## config.mk

```make
export PLATFORM = sky130hd
export DESIGN_NAME = el2_mem_init_ctrl
export DESIGN_NICKNAME = d
export VERILOG_FILES = /design/src/rtl/el2_mem_init_ctrl.sv
export SDC_FILE = /design/constraint.sdc
export NUM_CORES = 1
export LEC_CHECK = 0
export ABC_AREA = 1
export BUFFER_PORTS_ARGS = -buffer_cell sky130_fd_sc_hd__buf_2
export CORE_AREA = 3 3 325 327
export DETAILED_ROUTE_END_ITERATION = 6
export DIE_AREA = 0 0 328 330
export GPL_TIMING_DRIVEN = 0
export PLACE_DENSITY_LB_ADDON = 0.08
export SYNTH_ARGS = -nofsm -noshare
export SYNTH_HDL_FRONTEND = slang
export SYNTH_SLANG_ARGS = --single-unit
```

## constraint.sdc

```tcl
create_clock -name clk -period 1.9 [get_ports clk]
set_input_delay 0.095 -clock clk [delete_from_list [all_inputs] [get_ports clk]]
set_output_delay 0.095 -clock clk [all_outputs]
set_load 0.01 [all_outputs]
```

## src/rtl/el2_mem_init_ctrl.sv

```systemverilog
// Zero-fill sequencer for ICCM/DCCM SRAM banks: owns the macro ports while writing
// all-zero data/ECC to every row, otherwise passes the core's SRAM controls straight through.
module el2_mem_init_ctrl #(
  parameter int ICCM_ENABLE     = 1,
  parameter int ICCM_NUM_BANKS  = 4,
  parameter int ICCM_ADDR_W     = 12,
  parameter int ICCM_ECC_WIDTH  = 7,
  parameter int DCCM_ENABLE     = 1,
  parameter int DCCM_NUM_BANKS  = 4,
  parameter int DCCM_ADDR_W     = 10,
  parameter int DCCM_DATA_WIDTH = 32,
  parameter int DCCM_ECC_WIDTH  = 7,
  parameter int AUTO_START      = 1
) (
  input  logic                                      clk,
  input  logic                                      rst_l,
  input  logic                                      init_req,
  output logic                                      busy,
  output logic                                      done,
  input  logic [ICCM_NUM_BANKS-1:0]                 c_iccm_clken_bank,
  input  logic [ICCM_NUM_BANKS-1:0]                 c_iccm_wren_bank,
  input  logic [ICCM_NUM_BANKS*ICCM_ADDR_W-1:0]     c_iccm_addr_bank,
  input  logic [ICCM_NUM_BANKS*32-1:0]              c_iccm_wr_data_bank,
  input  logic [ICCM_NUM_BANKS*ICCM_ECC_WIDTH-1:0]  c_iccm_wr_ecc_bank,
  output logic [ICCM_NUM_BANKS-1:0]                 m_iccm_clken_bank,
  output logic [ICCM_NUM_BANKS-1:0]                 m_iccm_wren_bank,
  output logic [ICCM_NUM_BANKS*ICCM_ADDR_W-1:0]     m_iccm_addr_bank,
  output logic [ICCM_NUM_BANKS*32-1:0]              m_iccm_wr_data_bank,
  output logic [ICCM_NUM_BANKS*ICCM_ECC_WIDTH-1:0]  m_iccm_wr_ecc_bank,
  input  logic [DCCM_NUM_BANKS-1:0]                 c_dccm_clken_bank,
  input  logic [DCCM_NUM_BANKS-1:0]                 c_dccm_wren_bank,
  input  logic [DCCM_NUM_BANKS*DCCM_ADDR_W-1:0]     c_dccm_addr_bank,
  input  logic [DCCM_NUM_BANKS*DCCM_DATA_WIDTH-1:0] c_dccm_wr_data_bank,
  input  logic [DCCM_NUM_BANKS*DCCM_ECC_WIDTH-1:0]  c_dccm_wr_ecc_bank,
  output logic [DCCM_NUM_BANKS-1:0]                 m_dccm_clken_bank,
  output logic [DCCM_NUM_BANKS-1:0]                 m_dccm_wren_bank,
  output logic [DCCM_NUM_BANKS*DCCM_ADDR_W-1:0]     m_dccm_addr_bank,
  output logic [DCCM_NUM_BANKS*DCCM_DATA_WIDTH-1:0] m_dccm_wr_data_bank,
  output logic [DCCM_NUM_BANKS*DCCM_ECC_WIDTH-1:0]  m_dccm_wr_ecc_bank
);

  localparam int CNT_W = (ICCM_ADDR_W > DCCM_ADDR_W) ? ICCM_ADDR_W : DCCM_ADDR_W;
  localparam logic [CNT_W-1:0] ICCM_LAST = CNT_W'((64'd1 << ICCM_ADDR_W) - 64'd1);
  localparam logic [CNT_W-1:0] DCCM_LAST = CNT_W'((64'd1 << DCCM_ADDR_W) - 64'd1);

  typedef enum logic [1:0] {
    IDLE      = 2'd0,
    ICCM_FILL = 2'd1,
    DCCM_FILL = 2'd2,
    FILL_DONE = 2'd3
  } state_t;

  // Disabled arrays are skipped entirely when choosing the next fill phase.
  localparam state_t FIRST_FILL = (ICCM_ENABLE != 0) ? ICCM_FILL :
                                  (DCCM_ENABLE != 0) ? DCCM_FILL : FILL_DONE;
  localparam state_t AFTER_ICCM = (DCCM_ENABLE != 0) ? DCCM_FILL : FILL_DONE;

  state_t           state_q, state_d;
  logic [CNT_W-1:0] cnt_q, cnt_d;
  logic             done_q, done_d;
  logic             first_q, first_d;
  logic             start;

  always_ff @(posedge clk or negedge rst_l) begin
    if (!rst_l) begin
      state_q <= IDLE;
      cnt_q   <= '0;
      done_q  <= 1'b0;
      first_q <= 1'b1;
    end else begin
      state_q <= state_d;
      cnt_q   <= cnt_d;
      done_q  <= done_d;
      first_q <= first_d;
    end
  end

  // An init_req coinciding with the auto-start cycle merges into the same single fill.
  assign start = ((AUTO_START != 0) && first_q) || init_req;

  always_comb begin
    state_d = state_q;
    cnt_d   = cnt_q;
    done_d  = done_q;
    first_d = 1'b0;
    case (state_q)
      IDLE: begin
        if (start) begin
          state_d = FIRST_FILL;
          cnt_d   = '0;
          done_d  = 1'b0;
        end
      end
      ICCM_FILL: begin
        if (cnt_q == ICCM_LAST) begin
          state_d = AFTER_ICCM;
          cnt_d   = '0;
        end else begin
          cnt_d = cnt_q + CNT_W'(1);
        end
      end
      DCCM_FILL: begin
        if (cnt_q == DCCM_LAST) begin
          state_d = FILL_DONE;
          cnt_d   = '0;
        end else begin
          cnt_d = cnt_q + CNT_W'(1);
        end
      end
      FILL_DONE: begin
        done_d  = 1'b1;
        state_d = IDLE;
      end
      default: state_d = IDLE;
    endcase
  end

  assign busy = (state_q != IDLE);
  assign done = done_q;

  // With ICCM_ENABLE=0 the ICCM path is never taken over, even during a DCCM fill.
  always_comb begin
    m_iccm_clken_bank   = c_iccm_clken_bank;
    m_iccm_wren_bank    = c_iccm_wren_bank;
    m_iccm_addr_bank    = c_iccm_addr_bank;
    m_iccm_wr_data_bank = c_iccm_wr_data_bank;
    m_iccm_wr_ecc_bank  = c_iccm_wr_ecc_bank;
    if ((ICCM_ENABLE != 0) && busy) begin
      if (state_q == ICCM_FILL) begin
        m_iccm_clken_bank   = '1;
        m_iccm_wren_bank    = '1;
        m_iccm_addr_bank    = {ICCM_NUM_BANKS{cnt_q[ICCM_ADDR_W-1:0]}};
        m_iccm_wr_data_bank = '0;
        m_iccm_wr_ecc_bank  = '0;
      end else begin
        m_iccm_clken_bank   = '0;
        m_iccm_wren_bank    = '0;
        m_iccm_addr_bank    = '0;
        m_iccm_wr_data_bank = '0;
        m_iccm_wr_ecc_bank  = '0;
      end
    end
    if (!rst_l) begin
      m_iccm_clken_bank = '0;
      m_iccm_wren_bank  = '0;
    end
  end

  always_comb begin
    m_dccm_clken_bank   = c_dccm_clken_bank;
    m_dccm_wren_bank    = c_dccm_wren_bank;
    m_dccm_addr_bank    = c_dccm_addr_bank;
    m_dccm_wr_data_bank = c_dccm_wr_data_bank;
    m_dccm_wr_ecc_bank  = c_dccm_wr_ecc_bank;
    if (busy) begin
      if (state_q == DCCM_FILL) begin
        m_dccm_clken_bank   = '1;
        m_dccm_wren_bank    = '1;
        m_dccm_addr_bank    = {DCCM_NUM_BANKS{cnt_q[DCCM_ADDR_W-1:0]}};
        m_dccm_wr_data_bank = '0;
        m_dccm_wr_ecc_bank  = '0;
      end else begin
        m_dccm_clken_bank   = '0;
        m_dccm_wren_bank    = '0;
        m_dccm_addr_bank    = '0;
        m_dccm_wr_data_bank = '0;
        m_dccm_wr_ecc_bank  = '0;
      end
    end
    if (!rst_l) begin
      m_dccm_clken_bank = '0;
      m_dccm_wren_bank  = '0;
    end
  end

endmodule
```

==> results.tsv <==
stage	metric	value	unit
outcome	status	finished clean	
timing	Final setup viols	0	
detailed_routing	routed vias/inst	2.74	
setup_path	crit start category	flip-flop	
floorplanning	number of placement rows	118	
clock_tree	clock root cell	clkbuf_16	
yosys	number of flops mapped to enable cells by yosys	0	
yosys	synth warn	0	
power	combinational power share	0.948	
yosys	Synth Cell Area	4440	um^2
setup_path	CP max FO	10	
clock_tree	CTS tree	built	
yosys	mean post-synth cell area	4.32	um^2
power	power density over the cells	1420	nW/um^2
timing	max-slew violations	0	
placed_design	Port Buf Inserts	836	
layout	area grow syn2layout	192	%
job	MaxCap Viol Count	0	
layout	layout cell share with drive strength beyond 1	0.591	
timing	Final Hold Viols	0	
clock_tree	clock latency on the worst-skew pair	0.25	ns
clock_tree	CTS clock-pin slew for the worst setup and hold paths	0.05	ns
setup_path	Crit Path Category	reg -> out	
power	sw frac	0.530	
global_route	grt total ovfl	0	
timing	f_max	526	MHz
yosys	area leader, netlist	nand2_1	
yosys	synthesized flop and latch total	16	
timing	Tmin final	1.90	ns
yosys	Synth top area share	0.438	
clock_tree	# clock sinks	16	
placed_design	routability cong.	0.910	
floorplanning	Die Wd	328	um
floorplanning	Die Footprint	108000	um^2
floorplanning	# IOs	837	
clock_tree	H-tree depth	1	
clock_tree	worst-case clock buffer depth	2	
setup_path	Crit. End Element	output pin	
detailed_routing	drt total wl	50900	um
power	Sw Pwr	0.00973	W
layout	layout net count	2324	
floorplanning	Die Ht	330	um
detailed_routing	via count	8990	
global_route	GRT Util Overall	0.0811	
yosys	largest cells by area after synthesis	nand2_1, inv_1, dfrtp_1	
setup_path	R2R Path Start	state_q[1]	
yosys	fraction of registers with async set/reset	1.00	
clock_tree	number of CTS-inserted buffers	3	
setup_path	Worst EP required	1.80	ns
timing	RSZ-0062 raised after global routing	true	
floorplanning	Initial Utilization	0.0430	
detailed_routing	antenna viol nets, final	0	
detailed_routing	DRC viols	0	
yosys	cell with the most instances after synthesis	nand2_1	
worst_hold_path	Min-Delay Path Class	in -> reg	
yosys	Net Count, Synth	1451	
detailed_routing	Pre-Repair DR Iteration Count	4	
yosys	Post-Synthesis Cells	1027	
power	Power Total	0.0184	W
layout	filler instances	12300	
floorplanning	core box area	103000	um^2
power	Int Pwr	0.00864	W
timing	period utilisation layout	1.00	
timing	worst clock skew	0.00940	ns
yosys	synth cell count leaders	nand2_1, inv_1, nor2_1	
power	Flop pwr share	0.026	
setup_path	Critical Path Source	state_q[0]	
layout	Final Util	0.126	
power	leakage power	9.03	nW
worst_hold_path	Hold Startpoint	init_req	
global_route	initial antenna violation count	11	
placed_design	HPWL Detailed	44000	um
detailed_routing	Initial DRC Count	245	
global_route	first-pass GRT wire length	63500	um
setup_path	Critical Path AT	1.80	ns
detailed_routing	routed len/inst	15.5	um
power	clock group share of total power	0.026	
yosys	Main synth FF type	dfrtp_1	
yosys	Yosys cell types	29	
global_route	vias in the first global route	8825	
power	Worst VDD drop	0.550	mV
global_route	largest net degree at the start of global routing	19	
yosys	register area share after synthesis	0.0904	
-- worst max-delay path: stages, from the launching register on --
cell	delay, ns
dfrtp_1	0.40
inv_2	0.08
ha_1	0.32
clkbuf_8	0.30
nand3_2	0.16
nand2_1	0.14
buf_2	0.15
-- through the flow --
| stage | cells | hold slack, ns | TNS (ns) | setup WS [ns] | instance area, um^2 |
|---|---|---|---|---|---|
| global route | 3280 | 0.295 | -6.62 | -0.0789 | 13000 |
| finish | 3283 | 0.256 | 0 | 0.000432 | 13000 |
| CTS | 3256 | 0.257 | -1.58 | -0.0743 | 11400 |
| floorplan | 1027 | -0.201 | 0 | 0.314 | 4440 |
| detailed placement | 3243 | 0.0812 | -165.38 | -0.691 | 10400 |
| global placement | 3243 | 0.0800 | -155.64 | -0.637 | 10400 |
-- layout make-up --
class	instances	area, um^2	share of cell area
repair buffers	868	5440	0.419
multi-input cells	635	3200	0.247
well taps	1380	1730	0.133
inverters	325	1240	0.0956
plain buffers	51	857	0.0661
flip-flops and latches	16	404	0.0312
clock buffers	4	88.8	0.00685
diodes	4	10.0	0.000772
-- power by group through the flow --
stage / clock network, W / logic (W) / registers, W
2_1_floorplan: 0 / 0.00592 / 0.000457
3_3_place_gp: 0 / 0.0123 / 0.000506
3_5_place_dp: 0 / 0.0121 / 0.000504
4_1_cts: 0.000494 / 0.0144 / 0.000501
5_1_grt: 0.000509 / 0.0189 / 0.000480
6_report: 0.000482 / 0.0174 / 0.000470
-- layout by cell type, fill, tap and decap left out, types with 23 or more instances in the layout --
master / Yosys / layout
nand2_2: 3 / 76
nor2_1: 52 / 50
nand2_1: 518 / 418
buf_6: 0 / 105
buf_4: 1 / 23
inv_2: 2 / 54
nand2_4: 2 / 26
buf_2: 40 / 725
inv_1: 323 / 267
-- logic make-up after synthesis --
family,Yosys count,synth area share
and+or+nand+nor,610,0.535
DFF,16,0.0904
xor gates and xnor gates,3,0.00592
adders and majority gates,5,0.0141
AOI/OAI and AO/OA,16,0.0240
other,1,0.000844
buffers and inverters,376,0.330
-- sequential cells by signal, summed over array words and instances, names as in the netlist --
name,flops
cnt_q,12
state_q,2
done,1
first_q,1
-- repair_timing --
action,4_1_cts,5_1_grt
endpoints found under the setup margin,430,316
buffers inserted,4,5
pin swaps,6,6
hold buffers,1,0
gates resized for setup,218,352
endpoints found under the hold margin,15,0
cloned,4,18
-- per-layer routing --
layer  up-vias  GRT usage  share of wire
li1       4537          -              -
met1      3983     0.0782           0.33
met2       434      0.172           0.57
met3        26     0.0232          0.084
met4        10    0.00674          0.011
met5         -          0         0.0014
-- worst paths after layout --
| kind | to | slack, ns | depth (start not counted) |
|---|---|---|---|
| max | m_dccm_addr_bank[10] | 0.0004 | 6 |
| min | done | 0.26 | 3 |
| max reg2reg | cnt_q[2] | 0.11 | 8 |
| min reg2reg | done | 0.50 | 1 |
| max in group asynchronous | cnt_q[1] | 1.18 | 2 |
| min in group asynchronous | cnt_q[10] | 0.36 | 2 |
No activity file was read; power rests on OpenSTA's default activity.
